[src/rtl/i2c_arb_pkg.sv]
`default_nettype none
// ============================================================================
// Module      : i2c_arb_pkg
// Description : Shared constants for the I2C transaction arbiter.
// Revision    : 1.0 - initial release
// ============================================================================
package i2c_arb_pkg;

    localparam int STATE_W  = 3;
    localparam int STATUS_W = 4;

    localparam logic [STATE_W-1:0] ST_IDLE      = 3'd0;
    localparam logic [STATE_W-1:0] ST_ISSUE     = 3'd1;
    localparam logic [STATE_W-1:0] ST_WAIT_BUSY = 3'd2;
    localparam logic [STATE_W-1:0] ST_WAIT_DONE = 3'd3;
    localparam logic [STATE_W-1:0] ST_RESP      = 3'd4;

endpackage
`default_nettype wire

[src/rtl/i2c_rr_pick.sv]
`default_nettype none
// ============================================================================
// Module      : i2c_rr_pick
// Description : Combinational round-robin pick, first valid at/after rr_ptr.
// Revision    : 1.0 - initial release
// ============================================================================
module i2c_rr_pick #(
    parameter int NUM_REQ = 4,
    parameter int IDX_W   = 2
) (
    input  logic [NUM_REQ-1:0] req_valid,
    input  logic [IDX_W-1:0]   rr_ptr,
    output logic [NUM_REQ-1:0] grant,
    output logic [IDX_W-1:0]   idx
);

    logic             w_found;
    logic [IDX_W-1:0] w_sel;
    int               w_slot;

    always_comb begin
        grant   = '0;
        idx     = '0;
        w_found = 1'b0;
        w_sel   = '0;
        w_slot  = 0;
        for (int i = 0; i < NUM_REQ; i++) begin
            w_slot = int'(rr_ptr) + i;
            if (w_slot >= NUM_REQ) begin
                w_slot = w_slot - NUM_REQ;
            end
            w_sel = IDX_W'(w_slot);
            if (!w_found && req_valid[w_sel]) begin
                w_found      = 1'b1;
                grant[w_sel] = 1'b1;
                idx          = w_sel;
            end
        end
    end

endmodule
`default_nettype wire

[src/rtl/i2c_txn_arbiter.sv]
`default_nettype none
// ============================================================================
// Module      : i2c_txn_arbiter
// Description : Round-robin sharing of one I2C master between NUM_REQ clients.
// Revision    : 1.0 - initial release
// ============================================================================
module i2c_txn_arbiter
    import i2c_arb_pkg::*;
#(
    parameter int NUM_REQ        = 4,
    parameter int DATA_W         = 16,
    parameter int TIMEOUT_CYCLES = 65535,
    parameter int TO_W           = 16
) (
    input  logic                    clk,
    input  logic                    reset,
    input  logic [NUM_REQ-1:0]      req_valid,
    output logic [NUM_REQ-1:0]      req_ready,
    input  logic [NUM_REQ-1:0]      req_rw,
    input  logic [7*NUM_REQ-1:0]    req_chip_addr,
    input  logic [8*NUM_REQ-1:0]    req_reg_addr,
    input  logic [DATA_W*NUM_REQ-1:0] req_wdata,
    output logic [NUM_REQ-1:0]      rsp_valid,
    output logic [DATA_W-1:0]       rsp_rdata,
    output logic [STATUS_W-1:0]     rsp_status,
    output logic                    rsp_timeout,
    output logic [6:0]              i2c_chip_addr,
    output logic [7:0]              i2c_reg_addr,
    output logic [DATA_W-1:0]       i2c_data_in,
    output logic                    i2c_write_en,
    output logic                    i2c_read_en,
    input  logic                    i2c_busy,
    input  logic                    i2c_done,
    input  logic [STATUS_W-1:0]     i2c_status,
    input  logic [DATA_W-1:0]       i2c_data_out
);

    localparam int IDX_W = $clog2(NUM_REQ);

    logic [STATE_W-1:0] r_state;
    logic [STATE_W-1:0] w_state_next;
    logic [IDX_W-1:0]   r_rr_ptr;
    logic [IDX_W-1:0]   r_winner;
    logic               r_rw;
    logic [TO_W-1:0]    r_cnt;

    logic [NUM_REQ-1:0] w_pick_grant;
    logic [IDX_W-1:0]   w_pick_idx;
    logic [TO_W-1:0]    w_cnt_inc;
    logic               w_cnt_hit;
    logic               w_grant;
    logic               w_complete;
    logic               w_finish;
    logic               w_abort;
    logic               w_en_next;

    i2c_rr_pick #(
        .NUM_REQ (NUM_REQ),
        .IDX_W   (IDX_W)
    ) u_pick (
        .req_valid (req_valid),
        .rr_ptr    (r_rr_ptr),
        .grant     (w_pick_grant),
        .idx       (w_pick_idx)
    );

    // Counter value seen in a WAIT cycle is the number of WAIT cycles already spent.
    assign w_cnt_inc = r_cnt + TO_W'(1);
    assign w_cnt_hit = (w_cnt_inc == TO_W'(TIMEOUT_CYCLES));

    always_ff @(posedge clk or posedge reset) begin
        if (reset) begin
            r_state <= ST_IDLE;
        end else begin
            r_state <= w_state_next;
        end
    end

    always_comb begin
        w_state_next = r_state;
        case (r_state)
            ST_IDLE: begin
                if (|req_valid) w_state_next = ST_ISSUE;
            end
            ST_ISSUE: begin
                w_state_next = ST_WAIT_BUSY;
            end
            ST_WAIT_BUSY: begin
                if (i2c_busy)       w_state_next = ST_WAIT_DONE;
                else if (w_cnt_hit) w_state_next = ST_RESP;
            end
            ST_WAIT_DONE: begin
                if (!i2c_busy || i2c_done || w_cnt_hit) w_state_next = ST_RESP;
            end
            ST_RESP: begin
                w_state_next = ST_IDLE;
            end
            default: begin
                w_state_next = ST_IDLE;
            end
        endcase
    end

    always_comb begin
        w_grant    = (r_state == ST_IDLE) && (|req_valid);
        w_complete = (r_state == ST_WAIT_DONE) && (!i2c_busy || i2c_done);
        w_finish   = (w_state_next == ST_RESP);
        w_abort    = w_finish && !w_complete;
        w_en_next  = (w_state_next == ST_WAIT_BUSY);
    end

    // Outputs are registered from the next-state view so they align with the state.
    always_ff @(posedge clk or posedge reset) begin
        if (reset) begin
            req_ready     <= '0;
            rsp_valid     <= '0;
            rsp_rdata     <= '0;
            rsp_status    <= '0;
            rsp_timeout   <= 1'b0;
            i2c_chip_addr <= '0;
            i2c_reg_addr  <= '0;
            i2c_data_in   <= '0;
            i2c_read_en   <= 1'b0;
            i2c_write_en  <= 1'b0;
            r_rr_ptr      <= '0;
            r_winner      <= '0;
            r_rw          <= 1'b0;
            r_cnt         <= '0;
        end else begin
            req_ready    <= w_grant ? w_pick_grant : '0;
            i2c_read_en  <= w_en_next && !r_rw;
            i2c_write_en <= w_en_next && r_rw;
            rsp_valid    <= '0;
            rsp_timeout  <= 1'b0;

            if (w_grant) begin
                r_winner      <= w_pick_idx;
                r_rw          <= req_rw[w_pick_idx];
                i2c_chip_addr <= req_chip_addr[w_pick_idx*7 +: 7];
                i2c_reg_addr  <= req_reg_addr[w_pick_idx*8 +: 8];
                i2c_data_in   <= req_wdata[w_pick_idx*DATA_W +: DATA_W];
            end

            if (r_state == ST_ISSUE) begin
                r_cnt <= '0;
            end else if (r_state == ST_WAIT_BUSY || r_state == ST_WAIT_DONE) begin
                r_cnt <= w_cnt_inc;
            end

            if (w_finish) begin
                rsp_valid   <= NUM_REQ'(1) << r_winner;
                rsp_timeout <= w_abort;
                rsp_rdata   <= (w_abort || r_rw) ? '0 : i2c_data_out;
                rsp_status  <= i2c_status;
            end

            if (r_state == ST_RESP) begin
                r_rr_ptr <= (r_winner == IDX_W'(NUM_REQ - 1)) ? '0 : r_winner + IDX_W'(1);
            end
        end
    end

endmodule
`default_nettype wire

[config.mk]
export PLATFORM = sky130hd
export DESIGN_NAME = i2c_txn_arbiter
export DESIGN_NICKNAME = d
export VERILOG_FILES = /design/src/rtl/i2c_arb_pkg.sv /design/src/rtl/i2c_rr_pick.sv /design/src/rtl/i2c_txn_arbiter.sv
export SDC_FILE = /design/constraint.sdc
export NUM_CORES = 1
export LEC_CHECK = 0
export CAP_MARGIN = 20
export CELL_PAD_IN_SITES_DETAIL_PLACEMENT = 1
export CELL_PAD_IN_SITES_GLOBAL_PLACEMENT = 1
export CORE_MARGIN = 4
export CORE_UTILIZATION = 34
export DETAILED_ROUTE_END_ITERATION = 16
export PLACE_DENSITY_LB_ADDON = 0.1
export REMOVE_ABC_BUFFERS = 1
export SLEW_MARGIN = 20
export SYNTH_ARGS = -nofsm -noshare
export SYNTH_HDL_FRONTEND = slang
export SYNTH_SLANG_ARGS = --single-unit
export TNS_END_PERCENT = 20
[constraint.sdc]
create_clock -name clk -period 4.5 [get_ports clk]
set_input_delay 0.675 -clock clk [delete_from_list [all_inputs] [get_ports clk]]
set_output_delay 0.675 -clock clk [all_outputs]
set_load 0.01 [all_outputs]
=== Yosys cells after proc, flatten, opt, wreduce, memory -nomap -nowiden ===
Cells that the tools add are included.

* Logic and storage cells: 123
* Output and inout bits: 62
* Bits in registers: 86
* Input bits: 156

* Equality and inequality tests: 8
* Bitwise logic cells: 3
* Magnitude comparators: 13
* Add/subtract/negate cells: 9
* $mul: 1
* Shift-type cells: 4
* Muxes and demuxes: 45
* Reductions and logical operators: 25

{| class="wikitable"
|+ Operator list
! operator !! number
|-
| $shiftx 64x7->16 || 1
|-
| $mux 16 || 3
|-
| $shiftx 32x6->8 || 1
|-
| $shiftx 28x6->7 || 1
|-
| $mux 4 || 6
|-
| $mux 2 || 9
|-
| $add 16x1->16 const B || 1
|-
| $eq 16x16->1 const B || 1
|-
| $lt 2x3->1 const B || 5
|-
| $mux 1 || 13
|-
| $logic_and 1x1->1 || 12
|-
| $mux 3 || 4
|-
| $or 4x4->4 || 3
|-
| $pmux 3 s4 || 1
|-
| $bmux 1 s2 || 5
|-
| $eq 3x2->1 const B || 3
|-
| $ge 3x3->1 const B || 3
|-
| $demux 1 s2 || 4
|-
| $ge 2x1->1 const B || 4
|-
| $sub 2x1->2 const B || 4
|-
| $add 2x2->3 const B || 2
|-
| $eq 3x3->1 const B || 2
|-
| $logic_not 1->1 || 6
|-
| $mul 2x3->5 const B || 1
|-
| other kinds (10) || 13
|}

=== Longest topological paths before layout ===
Gate-level depths: netlist of the first run.

* Depth after elaboration: 16
* Depth in mapped cells: 12
* Gate-level depth less buffers: 8

=== Modules after synthesis ===
Synthesis of the first run repeated with hierarchy kept, for this count alone.

* Cell total of the unflattened synthesis: 418
* Area total of the unflattened synthesis: 4,997.3 sq um

{| class="wikitable"
|+ By module, submodules not included
! module !! sequential area each (sq um) !! cells an instance !! area each (sq um) !! instances
|-
| i2c_txn_arbiter || 2,152.1 || 353 || 4,508.1 || 1
|-
| i2c_rr_pick || 0.0 || 65 || 489.2 || 1
|}

=== Least setup slack after synthesis of the first run ===
OpenSTA, ideal clock, no wires.

* Path type: reg-to-reg
* Start: reg r_rr_ptr[0]
* End: reg i2c_chip_addr[6]
* Data arrival time: 2.846 ns
* Buffers on the path: 4
* Data required time: 4.396 ns
* Period minus slack after synthesis: 2.950 ns
* Cell stages (with the launch flop): 13
* Slack: 1.550 ns
* Library setup time: 0.104 ns
* Cell sequence: dfrtp_1 -> clkbuf_1 -> inv_1 -> ha_1 -> clkbuf_1 -> nand2b_1 -> a21oi_1 -> o32ai_1 -> o221ai_1 -> buf_2 -> buf_2 -> mux2i_1 -> a221oi_1

* Cells in the longest elaborated chain, start to end: 16
* Elaborated cells between the ends (all ways): 38
* Those cells by class: add/sub (7); mul (1); order compare (4); shift (1); mux (19); reduce/logical (6)

{| class="wikitable"
|+ Ends and longest elaborated chain
! element !! RTL line !! RTL
|-
| start: declaration || i2c_txn_arbiter.sv:42 || <nowiki>logic [IDX_W-1:0] r_rr_ptr;</nowiki>
|-
| start signal: assignment || i2c_txn_arbiter.sv:158 || <nowiki>r_rr_ptr <= (r_winner == IDX_W'(NUM_REQ - 1)) ? '0 : r_winner + IDX_W'(1);</nowiki>
|-
| branches (longest 13 deep; another with $add 2x1->3) || -- ||
|-
| $mux 2 * || i2c_rr_pick.sv:33 || <nowiki>if (!w_found && req_valid[w_sel]) begin</nowiki>
|-
| $mul 2x3->5 * || i2c_txn_arbiter.sv:139 || <nowiki>i2c_chip_addr <= req_chip_addr[w_pick_idx*7 +: 7];</nowiki>
|-
| $shiftx 28x6->7 * || i2c_txn_arbiter.sv:139 ||
|-
| end signal: assignment || i2c_txn_arbiter.sv:139 ||
|-
| end: declaration || i2c_txn_arbiter.sv:27 || <nowiki>output logic [6:0] i2c_chip_addr,</nowiki>
|}

Mark *: on every way between the ends. The select of a mux whose other input is x is not followed.
A chain may end at the register's enable or synchronous reset.

=== Worst setup path after layout of the first run ===
* Start: reg r_rr_ptr[0]
* End: reg r_rw

* Cells in the longest elaborated chain, start to end: 16
* Elaborated cells between the ends (all ways): 38
* Those cells by class: add/sub (7); order compare (4); mux (21); reduce/logical (6)

{| class="wikitable"
|+ Ends and longest elaborated chain
! element !! RTL line !! RTL
|-
| branches (longest 13 deep; another with $add 2x1->3) || -- ||
|-
| $mux 2 * || i2c_rr_pick.sv:33 ||
|-
| $bmux 1 s2 * || i2c_txn_arbiter.sv:138 || <nowiki>r_rw <= req_rw[w_pick_idx];</nowiki>
|-
| $mux 1 (implied by the code) * || i2c_txn_arbiter.sv:138 ||
|-
| end signal: assignment || i2c_txn_arbiter.sv:138 ||
|-
| end: declaration || i2c_txn_arbiter.sv:44 || <nowiki>logic r_rw;</nowiki>
|}

Marked as above.

==> results.py, run 1 <==
metrics = {
    "run_status": {
        "status": "finished, final reports clean",
    },
    "worst_setup_path": {
        "ff2ff_path_depth": 9,
        "end_kind": "flip-flop",
        "worstPathArrival_ns": 4.04,
        "r2r-start": "r_rr_ptr[0]",
        "required_ns": 4.73,
        "critPathLaunchType": "flip-flop",
        "worst-setup-path-type": "reg -> reg",
        "r2r_setup_slack_ns": 0.68,
        "cp_max_fo": 65,
        "startpoint": "r_rr_ptr[0]",
    },
    "synth": {
        "syn_area_per_cell_um2": 9.948,
        "netlist.top_cell.by_area": "dfrtp_1",
        "synth_seq_cells": 86,
        "synthTopCellsByArea": "dfrtp_1, mux2i_1, a221oi_1",
        "synthDistinctLibCells": 59,
        "synthCells": 507,
        "synth_top_area_share_pct": 42.67,
        "synth_edf_count": 0,
        "synthArstFlopShare_pct": 100.0,
        "netlist_area_mm2": 0.005044,
        "synth_warnings": 0,
        "ys_seq_area_share_pct": 42.67,
        "synth-main-ff-cell": "dfrtp_1",
    },
    "cts": {
        "numCtsBuffers": 9,
        "cts_tree": "done",
        "post-cts-setup-buffers": 0,
        "cts-hold-fix-buffers": 0,
        "path_clk_slew_ns": 0.06,
        "post_cts_resized": 0,
        "cts_max_level": 3,
        "clock-sinks": 86,
        "cts_root_buf": "clkbuf_16",
        "clk_latency_ns": 0.34,
        "cts_buffer_depth": 2,
    },
    "global_route": {
        "grt_use_total_pct": 23.07,
        "antenna_found_initial": 0,
        "grt_overflow_total": 0,
        "grt_start_max_net_pins": 66,
        "grt_pass1_wl_um": 30080,
        "grt_pass1_vias": 5265,
    },
    "die": {
        "die_area_mm2": 0.01685,
        "core_region_area_mm2": 0.01453,
        "die_h_um": 129.8,
        "row_count": 44,
        "initial_core_util_pct": 34.70,
        "die_w_um": 129.8,
        "io_pins": 218,
    },
    "route": {
        "drt-met1-wl_um": 8186,
        "drc": 0,
        "post_drt_wl_per_cell_um": 22.17,
        "viasPerCell": 5.584,
        "drtPass1Iterations": 4,
        "wl_met3_um": 1403,
        "vias": 4981,
        "wl_met2_um": 9788,
        "drt_iter0_markers": 266,
        "wl_um": 19780,
        "top_layer_used": "met4",
        "ant_nets": 0,
    },
    "final_layout": {
        "fin_util_pct": 52.80,
        "finalNonFillerCells": 892,
        "final_layout_size_suffix_gt1_share_pct": 4.802,
        "num_antenna_cells": 0,
        "nets": 873,
        "areaGrowthSynthToFinish_pct": 52.15,
    },
    "timing": {
        "rsz0062_at_grt": "false",
        "finClkSkew_ns": 0.006570,
        "finalSetupViolations": 0,
        "finalHoldViolations": 0,
        "slew_violations": 0,
        "layout_min_cycle_time_ns": 3.818,
        "worst_slack_ns": 0.6820,
        "period_share_pct": 84.84,
        "tightest_slew_ns": 1.133,
        "max_clock_freq_ghz": 0.2619,
        "slew_headroom_pct": 24.46,
        "fin_hold_ws_ns": 0.5215,
    },
    "pwr": {
        "power_density_mw_per_mm2": 569.0,
        "p_switching_mw": 1.701,
        "p_sw_share_pct": 38.96,
        "clkPwrFrac_pct": 18.5,
        "power.ir.vdd_worst_uv": 311.4,
        "p_int_mw": 2.665,
        "p_seq_share_pct": 28.8,
        "comb_power_share_pct": 52.7,
        "p_total_mw": 4.366,
        "leakagePower_nw": 3.269,
    },
    "place": {
        "port_buffers": 217,
        "placed_cells": 876,
        "place_hpwl_um": 14840,
        "gp_congestion": 0.8184,
        "pre_cts_ws_ns": 0.6497,
    },
    "min_path": {
        "worstHoldPathType": "reg -> reg",
        "hold_start": "r_rw",
        "hold_depth": 1,
    },
    "job": {
        "maxCapViolations": 0,
    },
}
## stage by stage
step / setup TNS [ns] / area (µm²)
final: 0 / 7674
after global routing: 0 / 7674
after CTS: 0 / 7674
after detailed placement: 0 / 7356
after global placement: 0 / 7356
after floorplan: -88.18 / 4870
## synthesized netlist by cell type, drive strengths merged (2+ instances only)
cell type,n
ha,14
a21oi,11
nand3,14
and3,3
nor2b,4
o221ai,2
buf,10
o211ai,6
or4,3
nand2b,8
nand4,12
a21boi,5
o31ai,4
a222oi,4
nand2,30
nor2,57
a211oi,2
or2,3
a22oi,6
dfrtp,86
clkbuf,30
xor2,3
mux2i,65
a21o,3
nor3,3
o21ai,32
mux2,3
inv,9
a221oi,33
nand3b,3
a32o,16
a31oi,5
nor4,3
## final cells by class
type	count	area, µm²
Clock inverter	3	67.56
Multi-Input combinational cell	372	2706
Timing Repair Buffer	225	2232
Inverter	9	35.03
Clock buffer	13	250.2
Fill cell	1611	6860
Tap cell	184	230.2
Sequential cell	86	2152
## cells by family after synthesis
family / share of synthesized area (%)
muxes: 14.02
DFF: 42.67
xor gates and xnor gates: 0.6947
adders and majority gates: 3.473
AOI/OAI and AO/OA: 19.97
buffers and inverters: 4.118
and+or+nand+nor: 15.06
## sequential cells by signal, indices dropped and copies added (netlist names)
signal / flops
i2c_chip_addr: 7
i2c_data_in: 16
i2c_read_en: 1
i2c_reg_addr: 8
i2c_write_en: 1
r_cnt: 16
r_rr_ptr: 2
r_rw: 1
r_state: 3
r_winner: 2
req_ready: 4
rsp_rdata: 16
rsp_status: 4
rsp_timeout: 1
rsp_valid: 4
## cells in the final DEF, fill, tap and decap left out, types with 2 or more instances in the layout
master           instances
o211ai_1                 6
nor4_1                   2
a21oi_1                 11
clkbuf_1                 3
clkdlybuf4s50_1        217
nor2b_1                  4
buf_4                    8
a21o_1                   3
nor3_1                   3
nor2_1                  55
o21ai_0                 28
mux2_2                   2
o31ai_1                  4
o21ai_1                  4
nand2b_1                 8
nand4_1                 11
a222oi_1                 4
nand3_1                 13
bufinv_16                2
inv_1                    8
a21boi_1                 4
a31oi_1                  5
nand3b_1                 3
a32o_1                  16
dfrtp_1                 86
nand2_1                 30
ha_1                    14
a211oi_1                 2
xor2_1                   3
a22oi_1                  6
a221oi_1                33
clkbuf_16                9
mux2i_1                 65
or4_1                    2
and3_1                   3
nor2_2                   2
## worst max-delay path: stages, from the launching register on
cell and delay [ns]:
dfrtp_1 0.77, inv_1 0.28, ha_1 0.50, nand2b_1 0.24, a21oi_1 0.16, o32ai_1 0.14
o221ai_4 0.09, buf_4 0.83, mux2i_1 0.18, a221oi_1 0.37
## worst paths after layout
check,end
min in group asynchronous,i2c_reg_addr[2]
hold reg to reg,i2c_read_en
hold / removal,i2c_read_en
max in group asynchronous,i2c_data_in[7]
setup / recovery,r_rw
setup reg to reg,r_rw
## power groups by stage
| stage | clock [mW] | combinational, mW | sequential [mW] |
|---|---|---|---|
| 5_1_grt | 0.869 | 2.51 | 1.30 |
| 3_3_place_gp | 0 | 2.24 | 1.25 |
| 3_5_place_dp | 0 | 2.33 | 1.27 |
| 2_1_floorplan | 0 | 1.34 | 1.33 |
| 4_1_cts | 0.838 | 2.34 | 1.26 |
| 6_report | 0.810 | 2.30 | 1.26 |
## layer usage
metal,track usage [%],vias up
met5,0,-
met4,6.357,0
met3,6.590,26
met2,39.61,160
met1,28.45,2484
li1,-,2311
No activity file was read; power rests on OpenSTA's default activity.
==> run 2: changes to the inputs <==
--- a/config.mk
+++ b/config.mk
@@ -9,7 +9,7 @@
 export CELL_PAD_IN_SITES_DETAIL_PLACEMENT = 1
 export CELL_PAD_IN_SITES_GLOBAL_PLACEMENT = 1
 export CORE_MARGIN = 4
-export CORE_UTILIZATION = 34
+export CORE_UTILIZATION = 32
 export DETAILED_ROUTE_END_ITERATION = 16
 export PLACE_DENSITY_LB_ADDON = 0.1
 export REMOVE_ABC_BUFFERS = 1
==> constraint.sdc (replaced) <==
create_clock -name clk -period 3.7 [get_ports clk]
set_input_delay 0.555 -clock clk [delete_from_list [all_inputs] [get_ports clk]]
set_output_delay 0.555 -clock clk [all_outputs]
set_load 0.01 [all_outputs]
==> run 2 against run 1 <==
  * Power grew 21%
  * Utilization decreased by 2.3 points
  * Clock power increased by 15%
  * Sequential cell count unchanged
  * Setup slack worse by 0.44 ns
  * Die area is 5.9% higher
  * First-iteration DRC count decreased by 8.3%
  * Sequential power rose by 20%
  * Wire length is 4.3% lower
  * Maximum frequency is 10% higher
  * Critical path type unchanged
==> results.py, run 2 (synthesis results as in run 1) <==
metrics = {
    "run_status": {
        "status": "finished, final reports clean",
    },
    "cts": {
        "cts_root_buf": "clkbuf_16",
        "cts-hold-fix-buffers": 0,
        "clk_latency_ns": 0.34,
        "clock-sinks": 86,
        "cts_tree": "done",
        "post-cts-setup-buffers": 0,
        "cts_max_level": 3,
        "path_clk_slew_ns": 0.07,
        "numCtsBuffers": 9,
        "cts_buffer_depth": 2,
        "post_cts_resized": 0,
    },
    "route": {
        "wl_um": 18920,
        "viasPerCell": 5.384,
        "drtPass1Iterations": 4,
        "post_drt_wl_per_cell_um": 20.57,
        "drt_iter0_markers": 244,
        "vias": 4953,
        "drc": 0,
        "ant_nets": 0,
    },
    "timing": {
        "finalHoldViolations": 0,
        "max_clock_freq_ghz": 0.2891,
        "slew_headroom_pct": 41.51,
        "slew_violations": 0,
        "rsz0062_at_grt": "false",
        "period_share_pct": 93.50,
        "finClkSkew_ns": 0.008892,
        "worst_slack_ns": 0.2407,
        "fin_hold_ws_ns": 0.5210,
        "tightest_slew_ns": 0.8773,
        "finalSetupViolations": 0,
        "layout_min_cycle_time_ns": 3.459,
    },
    "global_route": {
        "use_met2_pct": 35.33,
        "grt_pass1_vias": 5242,
        "grtUsageMet1_pct": 26.88,
        "busiest_layer": "met2",
        "antenna_found_initial": 1,
        "grt_pass1_wl_um": 29820,
        "met3_usage_pct": 5.363,
        "grt_start_max_net_pins": 51,
        "grt_use_total_pct": 20.99,
        "grt_overflow_total": 0,
    },
    "worst_setup_path": {
        "critPathLaunchType": "flip-flop",
        "end_kind": "flip-flop",
        "cp_max_fo": 21,
        "worstPathArrival_ns": 3.70,
        "required_ns": 3.94,
        "worst-setup-path-type": "reg -> reg",
    },
    "die": {
        "initial_core_util_pct": 32.93,
        "core_region_area_mm2": 0.01531,
        "die_w_um": 133.5,
        "die_h_um": 133.5,
        "row_count": 45,
        "die_area_mm2": 0.01783,
        "io_pins": 218,
    },
    "final_layout": {
        "nets": 875,
        "final_layout_size_suffix_gt1_share_pct": 5.360,
        "postLayoutCellArea_mm2": 0.007726,
        "mostFrequentLayoutCell": "clkdlybuf4s50_1",
        "layout_common_cells": "clkdlybuf4s50_1, dfrtp_1, mux2i_1",
        "areaGrowthSynthToFinish_pct": 53.19,
        "top_regs": "i2c_data_in: 16 flops, r_cnt: 16 flops, rsp_rdata: 16 flops",
        "num_antenna_cells": 0,
        "fillers": 1699,
    },
    "min_path": {
        "worstHoldPathType": "reg -> reg",
    },
    "pwr": {
        "power.ir.vdd_worst_uv": 323.2,
        "leakagePower_nw": 3.287,
        "power_density_mw_per_mm2": 683.7,
    },
    "place": {
        "placed_cell_area_mm2": 0.007430,
        "pre_cts_ws_ns": 0.2254,
        "place_hpwl_um": 14110,
        "gp_congestion": 0.8526,
        "port_buffers": 217,
    },
    "job": {
        "maxCapViolations": 0,
    },
}
==> run 2: cell count changes in the layout (fill, tap and decap cells not counted), sizes merged <==
cell and delta:
clkinv +3, clkbuf -3, buf +2, inv +1, clkinvlp -1, bufinv -1
==> run 2: per-stage QoR <==
stage               std cells  power (mW)  util [%]  TNS (ns)
floorplan                 467       3.248         -   -114.58
CTS                       920       5.343     50.45         0
global route              920       5.657     50.45         0
global placement          905       4.272     48.51         0
finish                    920       5.282     50.45         0
detailed placement        905       4.385     48.51         0
==> run 2: power by group <==
part / leakage (nW) / internal (mW) / total, mW / switching [mW]
registers: 1.06 / 1.27 / 1.51 / 0.242
logic: 2.08 / 1.38 / 2.84 / 1.46
clock network: 0.149 / 0.540 / 0.934 / 0.394
total: 3.29 / 3.19 / 5.28 / 2.10
==> run 2: area by class of cell <==
type | count | area, µm² | area share [%]
clock buffer | 10 | 239.0 | 3.093
clock inverter | 5 | 57.56 | 0.7449
sequential | 86 | 2152 | 27.85
timing repair buffer | 227 | 2272 | 29.41
inverter | 9 | 35.03 | 0.4534
multi-input combinational | 372 | 2706 | 35.03
tap | 211 | 264.0 | 3.417
==> run 2: metal layers <==
metal  share of wire [%]  vias to the layer above
met3                 6.3                       15
met4                 1.2                        2
met2                  49                      163
met5               0.058                        -
li1                    -                     2316
met1                  43                     2457
==> run 2: final timing paths <==
kind                               from         endpoint  slack, ns  depth (start not counted)
setup / recovery            r_rr_ptr[1]  i2c_reg_addr[2]       0.24                          9
hold / removal             rsp_rdata[7]     rsp_rdata[7]       0.52                          1
setup reg to reg            r_rr_ptr[1]  i2c_reg_addr[2]       0.24                          9
hold reg to reg            rsp_rdata[7]     rsp_rdata[7]       0.52                          1
max in group asynchronous         reset      r_rr_ptr[1]       2.33                          3
min in group asynchronous         reset  i2c_data_in[12]       0.63                          2
==> run 2: critical path, stage by stage, from the launching register on <==
cell and delay [ns]:
dfrtp_1 0.57, inv_1 0.19, ha_1 0.53, nand2b_1 0.19, a21oi_1 0.08, o32ai_1 0.44
o221ai_4 0.45, buf_4 0.41, mux2i_1 0.16, a221oi_1 0.31
